### src/rtl/hazard_ctrl_if.sv
// Hazard controller bundle: ID/EX hazard inputs and pipeline strobes.
// The master drives the pipeline-side inputs; the slave is the controller.
interface hazard_ctrl_if;
  logic [4:0]  rs_d;
  logic [4:0]  rt_d;
  logic        uses_rt_d;
  logic        memread_e;
  logic        regwrite_e;
  logic [4:0]  writereg_e;
  logic        branch_taken;
  logic        stall_pc;
  logic        stall_ifid;
  logic        flush_ifid;
  logic        nop;
  logic [31:0] stall_cnt;
  logic [31:0] flush_cnt;

  modport master (
    output rs_d, rt_d, uses_rt_d,
    output memread_e, regwrite_e,
    output writereg_e, branch_taken,
    input  stall_pc, stall_ifid,
    input  flush_ifid, nop,
    input  stall_cnt, flush_cnt
  );

  modport slave (
    input  rs_d, rt_d, uses_rt_d,
    input  memread_e, regwrite_e,
    input  writereg_e, branch_taken,
    output stall_pc, stall_ifid,
    output flush_ifid, nop,
    output stall_cnt, flush_cnt
  );
endinterface

### src/rtl/hazard_ctrl.sv
// Load-use stall and taken-branch flush controller for the 5-stage pipe.
// Define HAZARD_PERF_EN to build the stall/flush performance counters.
module hazard_ctrl #(
  parameter int LOAD_STALL_CYCLES = 1
) (
  input logic          clk,
  input logic          rst_n,
  hazard_ctrl_if.slave hif
);
  typedef enum logic {RUN, LSTALL} state_t;

  localparam logic [1:0] CNT_INIT =
    2'(LOAD_STALL_CYCLES - 1);

  state_t     state, state_n;
  logic [1:0] cnt, cnt_n;
  logic       hazard;
  logic       rs_hit, rt_hit;
  logic       sp, si, fl, np;

  assign rs_hit = hif.writereg_e == hif.rs_d;
  assign rt_hit = hif.uses_rt_d &
                  (hif.writereg_e == hif.rt_d);

  assign hazard = hif.memread_e & hif.regwrite_e &
                  (hif.writereg_e != 5'd0) &
                  (rs_hit | rt_hit);

  always_ff @(posedge clk or negedge rst_n) begin
    if (!rst_n) begin
      state <= RUN;
      cnt   <= 2'd0;
    end else begin
      state <= state_n;
      cnt   <= cnt_n;
    end
  end

  always_comb begin
    state_n = state;
    cnt_n   = cnt;
    sp      = 1'b0;
    si      = 1'b0;
    fl      = 1'b0;
    np      = 1'b0;
    unique case (state)
      RUN: begin
        if (hif.branch_taken) begin
          fl = 1'b1;
          np = 1'b1;
        end else if (hazard) begin
          sp = 1'b1;
          si = 1'b1;
          np = 1'b1;
          if (LOAD_STALL_CYCLES > 1) begin
            state_n = LSTALL;
            cnt_n   = CNT_INIT;
          end
        end
      end
      LSTALL: begin
        if (hif.branch_taken) begin
          fl      = 1'b1;
          np      = 1'b1;
          cnt_n   = 2'd0;
          state_n = RUN;
        end else begin
          sp    = 1'b1;
          si    = 1'b1;
          np    = 1'b1;
          cnt_n = cnt - 2'd1;
          if (cnt == 2'd1) state_n = RUN;
        end
      end
      default: begin
        state_n = RUN;
        cnt_n   = 2'd0;
      end
    endcase
  end

  // Strobes are gated so nothing leaks out while reset is held.
  assign hif.stall_pc   = sp & rst_n;
  assign hif.stall_ifid = si & rst_n;
  assign hif.flush_ifid = fl & rst_n;
  assign hif.nop        = np & rst_n;

`ifdef HAZARD_PERF_EN
  logic [31:0] scnt, fcnt;

  always_ff @(posedge clk or negedge rst_n) begin
    if (!rst_n) begin
      scnt <= 32'd0;
      fcnt <= 32'd0;
    end else begin
      if (hif.stall_pc && scnt != '1)
        scnt <= scnt + 32'd1;
      if (hif.flush_ifid && fcnt != '1)
        fcnt <= fcnt + 32'd1;
    end
  end

  assign hif.stall_cnt = scnt;
  assign hif.flush_cnt = fcnt;
`else
  assign hif.stall_cnt = 32'd0;
  assign hif.flush_cnt = 32'd0;
`endif
endmodule
### src/flat_wrapper.sv
// flat-port wrapper written by rule: the top's interface ports become plain ports
module hazard_ctrl_flat 
#(
  parameter int LOAD_STALL_CYCLES = 1
)
  (clk, rst_n, hif_rs_d, hif_rt_d, hif_uses_rt_d, hif_memread_e, hif_regwrite_e, hif_writereg_e, hif_branch_taken, hif_stall_pc, hif_stall_ifid, hif_flush_ifid, hif_nop, hif_stall_cnt, hif_flush_cnt);
  hazard_ctrl_if hif_i ();
  input logic clk;
  input logic rst_n;
  input wire logic [$bits(hif_i.rs_d)-1:0] hif_rs_d;
  input wire logic [$bits(hif_i.rt_d)-1:0] hif_rt_d;
  input wire logic [$bits(hif_i.uses_rt_d)-1:0] hif_uses_rt_d;
  input wire logic [$bits(hif_i.memread_e)-1:0] hif_memread_e;
  input wire logic [$bits(hif_i.regwrite_e)-1:0] hif_regwrite_e;
  input wire logic [$bits(hif_i.writereg_e)-1:0] hif_writereg_e;
  input wire logic [$bits(hif_i.branch_taken)-1:0] hif_branch_taken;
  output wire logic [$bits(hif_i.stall_pc)-1:0] hif_stall_pc;
  output wire logic [$bits(hif_i.stall_ifid)-1:0] hif_stall_ifid;
  output wire logic [$bits(hif_i.flush_ifid)-1:0] hif_flush_ifid;
  output wire logic [$bits(hif_i.nop)-1:0] hif_nop;
  output wire logic [$bits(hif_i.stall_cnt)-1:0] hif_stall_cnt;
  output wire logic [$bits(hif_i.flush_cnt)-1:0] hif_flush_cnt;
  assign hif_i.rs_d = hif_rs_d;
  assign hif_i.rt_d = hif_rt_d;
  assign hif_i.uses_rt_d = hif_uses_rt_d;
  assign hif_i.memread_e = hif_memread_e;
  assign hif_i.regwrite_e = hif_regwrite_e;
  assign hif_i.writereg_e = hif_writereg_e;
  assign hif_i.branch_taken = hif_branch_taken;
  assign hif_stall_pc = hif_i.stall_pc;
  assign hif_stall_ifid = hif_i.stall_ifid;
  assign hif_flush_ifid = hif_i.flush_ifid;
  assign hif_nop = hif_i.nop;
  assign hif_stall_cnt = hif_i.stall_cnt;
  assign hif_flush_cnt = hif_i.flush_cnt;
  hazard_ctrl #(.LOAD_STALL_CYCLES(LOAD_STALL_CYCLES)) u_core (.clk(clk), .rst_n(rst_n), .hif(hif_i));
endmodule
### config.mk
export PLATFORM = sky130hd
export DESIGN_NAME = hazard_ctrl_flat
export DESIGN_NICKNAME = d
export VERILOG_FILES = /design/src/rtl/hazard_ctrl_if.sv /design/src/rtl/hazard_ctrl.sv /design/src/flat_wrapper.sv
export SDC_FILE = /design/constraint.sdc
export NUM_CORES = 1
export LEC_CHECK = 0
export CAP_MARGIN = 20
export CORE_ASPECT_RATIO = 0.9
export CORE_MARGIN = 2
export CORE_UTILIZATION = 28
export CTS_BUF_LIST = sky130_fd_sc_hd__clkbuf_4 sky130_fd_sc_hd__clkbuf_8
export DETAILED_ROUTE_END_ITERATION = 6
export GPL_ROUTABILITY_DRIVEN = 0
export HOLD_SLACK_MARGIN = 0.05
export PLACE_DENSITY = 0.81
export SYNTH_ARGS = -nofsm -noshare
export SYNTH_HDL_FRONTEND = slang
export SYNTH_SLANG_ARGS = --single-unit
export TNS_END_PERCENT = 30
### constraint.sdc
create_clock -name clk -period 2.2 [get_ports clk]
set_input_delay 0.55 -clock clk [delete_from_list [all_inputs] [get_ports clk]]
set_output_delay 0.55 -clock clk [all_outputs]
set_load 0.02 [all_outputs]
# Word level (Yosys, flattened, before mapping)
# Cells that the tools add are included.
# Widths: inputs -> output; s select.
word_totals:
  regBits: 3
  elab_cells: 27
op_classes:
  n_bitwise: 9
  add_sub_neg: 1
  n_reduce_logical: 1
  eq_ne: 3
  muxes: 11
ops:
  columns: ["op", "n"]
  rows:
  - ["$eq 5x5->1", 2]
  - ["$mux 1", 8]
  - ["$and 1x1->1", 7]
  - ["$reduce_bool 5->1", 1]
  - ["$pmux 1 s2", 2]
  - ["$eq 2x1->1 const B", 1]
  - ["$mux 2", 1]
  - ["$sub 2x1->2 const B", 1]
  - ["$not 1->1", 1]
  - ["$or 1x1->1", 1]

# Longest topological paths before layout
logic_depth:
  ltp_word: 8
  ltp_mapped: 5
  ltp_nobuf: 4

# Least setup slack after synthesis
# Ideal clock, no wire load.
synth_timing:
  path_type: "in2out"
  start: "input port hif_writereg_e[4]"
  end: "output port hif_stall_pc"
  t_required_ns: 1.650
  setup_slack_ns: -0.048
  t_arrival_ns: 1.698
  path_stages: 5
  path_buffers: 1
  cell_sequence: "xor2_1 -> nor4_1 -> a32oi_1 -> o21ai_1 -> buf_4"
synth_via:
  elab_chain_len: 8
synth_rtl:
  columns: ["element", "line_no", "text"]
  rows:
  - ["from (decl)", "flat_wrapper.sv:15", "input wire logic [$bits(hif_i.writereg_e)-1:0] hif_writereg_e;"]
  - ["$eq 5x5->1", "hazard_ctrl.sv:23", "(hif.writereg_e == hif.rt_d);"]
  - ["$and 1x1->1", "hazard_ctrl.sv:22", "assign rt_hit = hif.uses_rt_d &"]
  - ["$or 1x1->1", "hazard_ctrl.sv:27", "(rs_hit | rt_hit);"]
  - ["$and 1x1->1 (*)", "hazard_ctrl.sv:26", "(hif.writereg_e != 5'd0) &"]
  - ["$mux 1 (*) (2 in a row)", null, null]
  - ["$pmux 1 s2 (*)", null, null]
  - ["$and 1x1->1 (*)", null, null]
  - ["to (decl)", "flat_wrapper.sv:17", "output wire logic [$bits(hif_i.stall_pc)-1:0] hif_stall_pc;"]
# Every way passes the cells marked *; elsewhere a longest branch is shown, timed or not.

# Worst setup path in the final report
layout_timing:
  start: "input port hif_writereg_e[1]"
  end: "output port hif_stall_ifid"
layout_via:
  elab_chain_len: 8
layout_rtl:
  columns: ["element", "line_no", "text"]
  rows:
  - ["$eq 5x5->1", "hazard_ctrl.sv:23", null]
  - ["$and 1x1->1", "hazard_ctrl.sv:22", null]
  - ["$or 1x1->1", "hazard_ctrl.sv:27", null]
  - ["$and 1x1->1 (*)", "hazard_ctrl.sv:26", null]
  - ["$mux 1 (*)", "hazard_ctrl.sv:51", "end else if (hazard) begin"]
  - ["$mux 1 (*)", "hazard_ctrl.sv:48", "if (hif.branch_taken) begin"]
  - ["$pmux 1 s2 (*)", "hazard_ctrl.sv:46", "unique case (state)"]
  - ["$and 1x1->1 (*)", "hazard_ctrl.sv:84", "assign hif.stall_ifid = si & rst_n;"]
  - ["to (decl)", "flat_wrapper.sv:18", "output wire logic [$bits(hif_i.stall_ifid)-1:0] hif_stall_ifid;"]
# Marked as above.

==> impl_metrics.csv <==
group,metric,value,unit
critical_path,cp_top_family,"simple AND/OR/NAND/NOR gates",
finish,drive_gt1_share,21.2,%
yosys,syn_inst,100,
power,clkPwrFrac,32.3,%
yosys,ys_top_cells_by_area,"buf_4, xor2_1, dfrtp_1, ha_1, nand2_1",
power,power_density,379,mW/mm²
power,comb_power_share,51.6,%
yosys,yosysSeqAreaShare,9.63,%
sta,finalCriticalPeriod,2.20,ns
yosys,yosysTopAreaCellShare,62.6,%
placement,dp.cells,158,
critical_path,worst-path-buf-inv,2,
routing,first_pass_iters,2,
run_status,status,"completed",
sta,setup_violations,0,
clocking,cts_tree,"yes",
critical_path,critPathKind,"primary input to output pin",
power,internal-power,184,µW
grt,grt_max_degree,7,
floorplanning,num_rows,18,
routing,drtAntennaViolNets,0,
clocking,clock-root-buffer,"clkbuf_4",
grt,gr-total-overflow,0,
yosys,ys.flop_type,"dfrtp_1",
yosys,yosys_warnings,0,
finish,utilization,33.5,%
clocking,clockBufferDepth,2,
clocking,hold_buffers,0,
finish,nets,155,
yosys,syn-cell-area,779,µm²
routing,wl,1.18,mm
finish,post-route-cell-area,905,µm²
sta,skew,0.00380,ns
critical_path,worstPathMaxFanout,2,
critical_path,cp.arrival,1.65,ns
finish,instances_no_fill,162,
critical_path,path_cells,"buf_2 > or3_1 > o311a_1 > nand2_1 > o21ai_2 > buf_6",
sta,finalHoldViolations,0,
yosys,ys_top_cells_by_count,"buf_4, xor2_1, dfrtp_1, nand2_1",
floorplanning,start_util,28.8,%
placement,io_buffers,24,
sta,grt_setup_unrepaired,"true",
yosys,synth_top_cell_by_area,"buf_4",
clocking,clock-sinks,3,
critical_path,crit_required,1.65,ns
yosys,ys_seq_elements,3,
sta,fmaxAchievable,455,MHz
finish,seqCellArea,75.1,µm²
critical_path,cp_slowest_cell,"or3_1",
critical_path,cp-end-kind,"output pin",
yosys,syn_avg_cell_area,7.79,µm²
sta,min_period_over_period,99.9,%
floorplanning,die_y,54.1,µm
clocking,cts.reportedPaths.clkPinSlew,0.04,ns
clocking,clk_latency,0.24,ns
floorplanning,core_area,0.00270,mm²
floorplanning,die_w,59.6,µm
power,p_switching,159,µW
placement,detailed_place.area,855,µm²
finish,syn_to_final_growth,16.1,%
power,leakage,0.542,nW
grt,grt_pass1_wl,1.61,mm
hold_path,hp-class,"register to register",
critical_path,crit_path_start_kind,"primary input",
yosys,synthArstFlopShare,100,%
placement,hpwlAfterDp,1.06,mm
routing,drtIter0Drc,1,
floorplanning,die-area,0.00322,mm²
clocking,cts_buffers,3,
floorplanning,boundaryPins,89,
finish,antennaDiodeCount,0,
yosys,synth-edff-count,0,
yosys,ys_types,21,
routing,drc_errors,0,
routing,num_vias,522,
yosys,synth_most_common_cell,"buf_4",
flow_run,maxCapViolations,0,
grt,antenna_found_initial,0,
clocking,post_cts_buffers,0,
grt,grt_use_total,6.82,%
power,switching_share,46.4,%
clocking,htreeDepth,1,
grt,grt_pass1_vias,399,
power,ir_worst_vdd,193,µV
finish,fillers,290,
routing,wire_per_inst,7.26,µm
sta,slew_viol_final,0,
power,pwr-share-seq,16.2,%
finish,multi_input_area,490,µm²
routing,vias_per_cell,3.22,
critical_path,cpPeakStageDelay,0.37,ns
cell families after synthesis:
kind of cell             count (synthesis)  share of synthesized area (%)
multiplexers                             1                           1.28
AND/OR/NAND/NOR                         11                           7.06
AO/OA/AOI/OAI                            6                           5.14
other                                    1                          0.481
flip-flops                               3                           9.63
XOR/XNOR                                10                           11.2
adder cells (fa/ha/maj)                  1                           1.60
buffers and inverters                   67                           63.6
flip-flops by register name (all words and copies together), names as in the netlist:
| register | count |
|---|---|
| u_core.cnt | 2 |
| u_core.state | 1 |
metal layers:
metal / vias to the layer above / global-route usage, % / part of all wire [%]
li1: 248 / - / -
met1: 220 / 6.24 / 30
met2: 54 / 13.2 / 54
met3: 0 / 3.37 / 15
met4: 0 / 2.22 / 0
met5: - / 0 / 0
power groups by stage:
stage	clock (mW)	sequential, mW	combinational [mW]
finish	0.111	0.0555	0.177
floorplan	0	0.0562	0.205
global route	0.119	0.0554	0.192
global placement	0	0.0562	0.175
detailed placement	0	0.0562	0.175
CTS	0.112	0.0555	0.167
layout by cell type, fill, tap and decap left out, drive strengths merged:
cell           count
mux2i              1
dlygate4sd2        3
nor3               1
nand2              3
conb              64
dlymetal6s2s       4
o311a              1
xor2               9
clkdlybuf4s50      5
o22ai              1
nor4               1
a32oi              1
clkbuf             7
clkdlybuf4s15      1
nor2               2
nor2b              1
buf               14
o21ai              3
nand2b             1
inv                2
or3                1
and2               1
ha                 1
xnor2              1
dfrtp              3
worst register-to-register path: cells and delay by family, from the launching register on:
| kind | cells | cell delay (ns) |
|---|---|---|
| flops | 1 | 0.38 |
| fa+ha+maj | 1 | 0.30 |
| compound gates | 1 | 0.05 |
| buf+inv | 1 | 0.05 |
per-stage QoR:
step                worst slack, ns  hold slack [ns]  TNS (ns)  total power [mW]
finish                      0.00176            0.475         0             0.343
floorplan                    0.0608            0.254         0             0.261
detailed placement           -0.844            0.477     -2.68             0.231
global placement             -0.809            0.469     -2.62             0.231
CTS                          -0.119            0.481    -0.334             0.334
global route                -0.0554            0.518    -0.159             0.367
final timing paths:
check                             startpoint              to  slack, ns  cells past startpoint
max reg2reg                    u_core.cnt[0]   u_core.cnt[1]       1.29                      3
min reg2reg                    u_core.cnt[0]   u_core.cnt[0]       0.47                      1
max in group asynchronous              rst_n    u_core.state       1.49                      2
min in group asynchronous              rst_n   u_core.cnt[0]       0.60                      2
min                            u_core.cnt[0]   u_core.cnt[0]       0.47                      1
max                        hif_writereg_e[1]  hif_stall_ifid      0.002                      6
final cells by class:
class	count	area share, %
flip-flops and latches	3	8.30
well taps	30	4.15
inverters	2	0.830
clock buffers	4	3.32
repair buffers	30	29.2
multi-input cells	93	54.2
what timing repair did:
item | in CTS | in global routing
gates resized for setup | 37 | 27
cloned | 0 | 0
setup endpoints to repair | 4 | 4
pin swaps | 7 | 12
(Power assumes the default switching activity.)
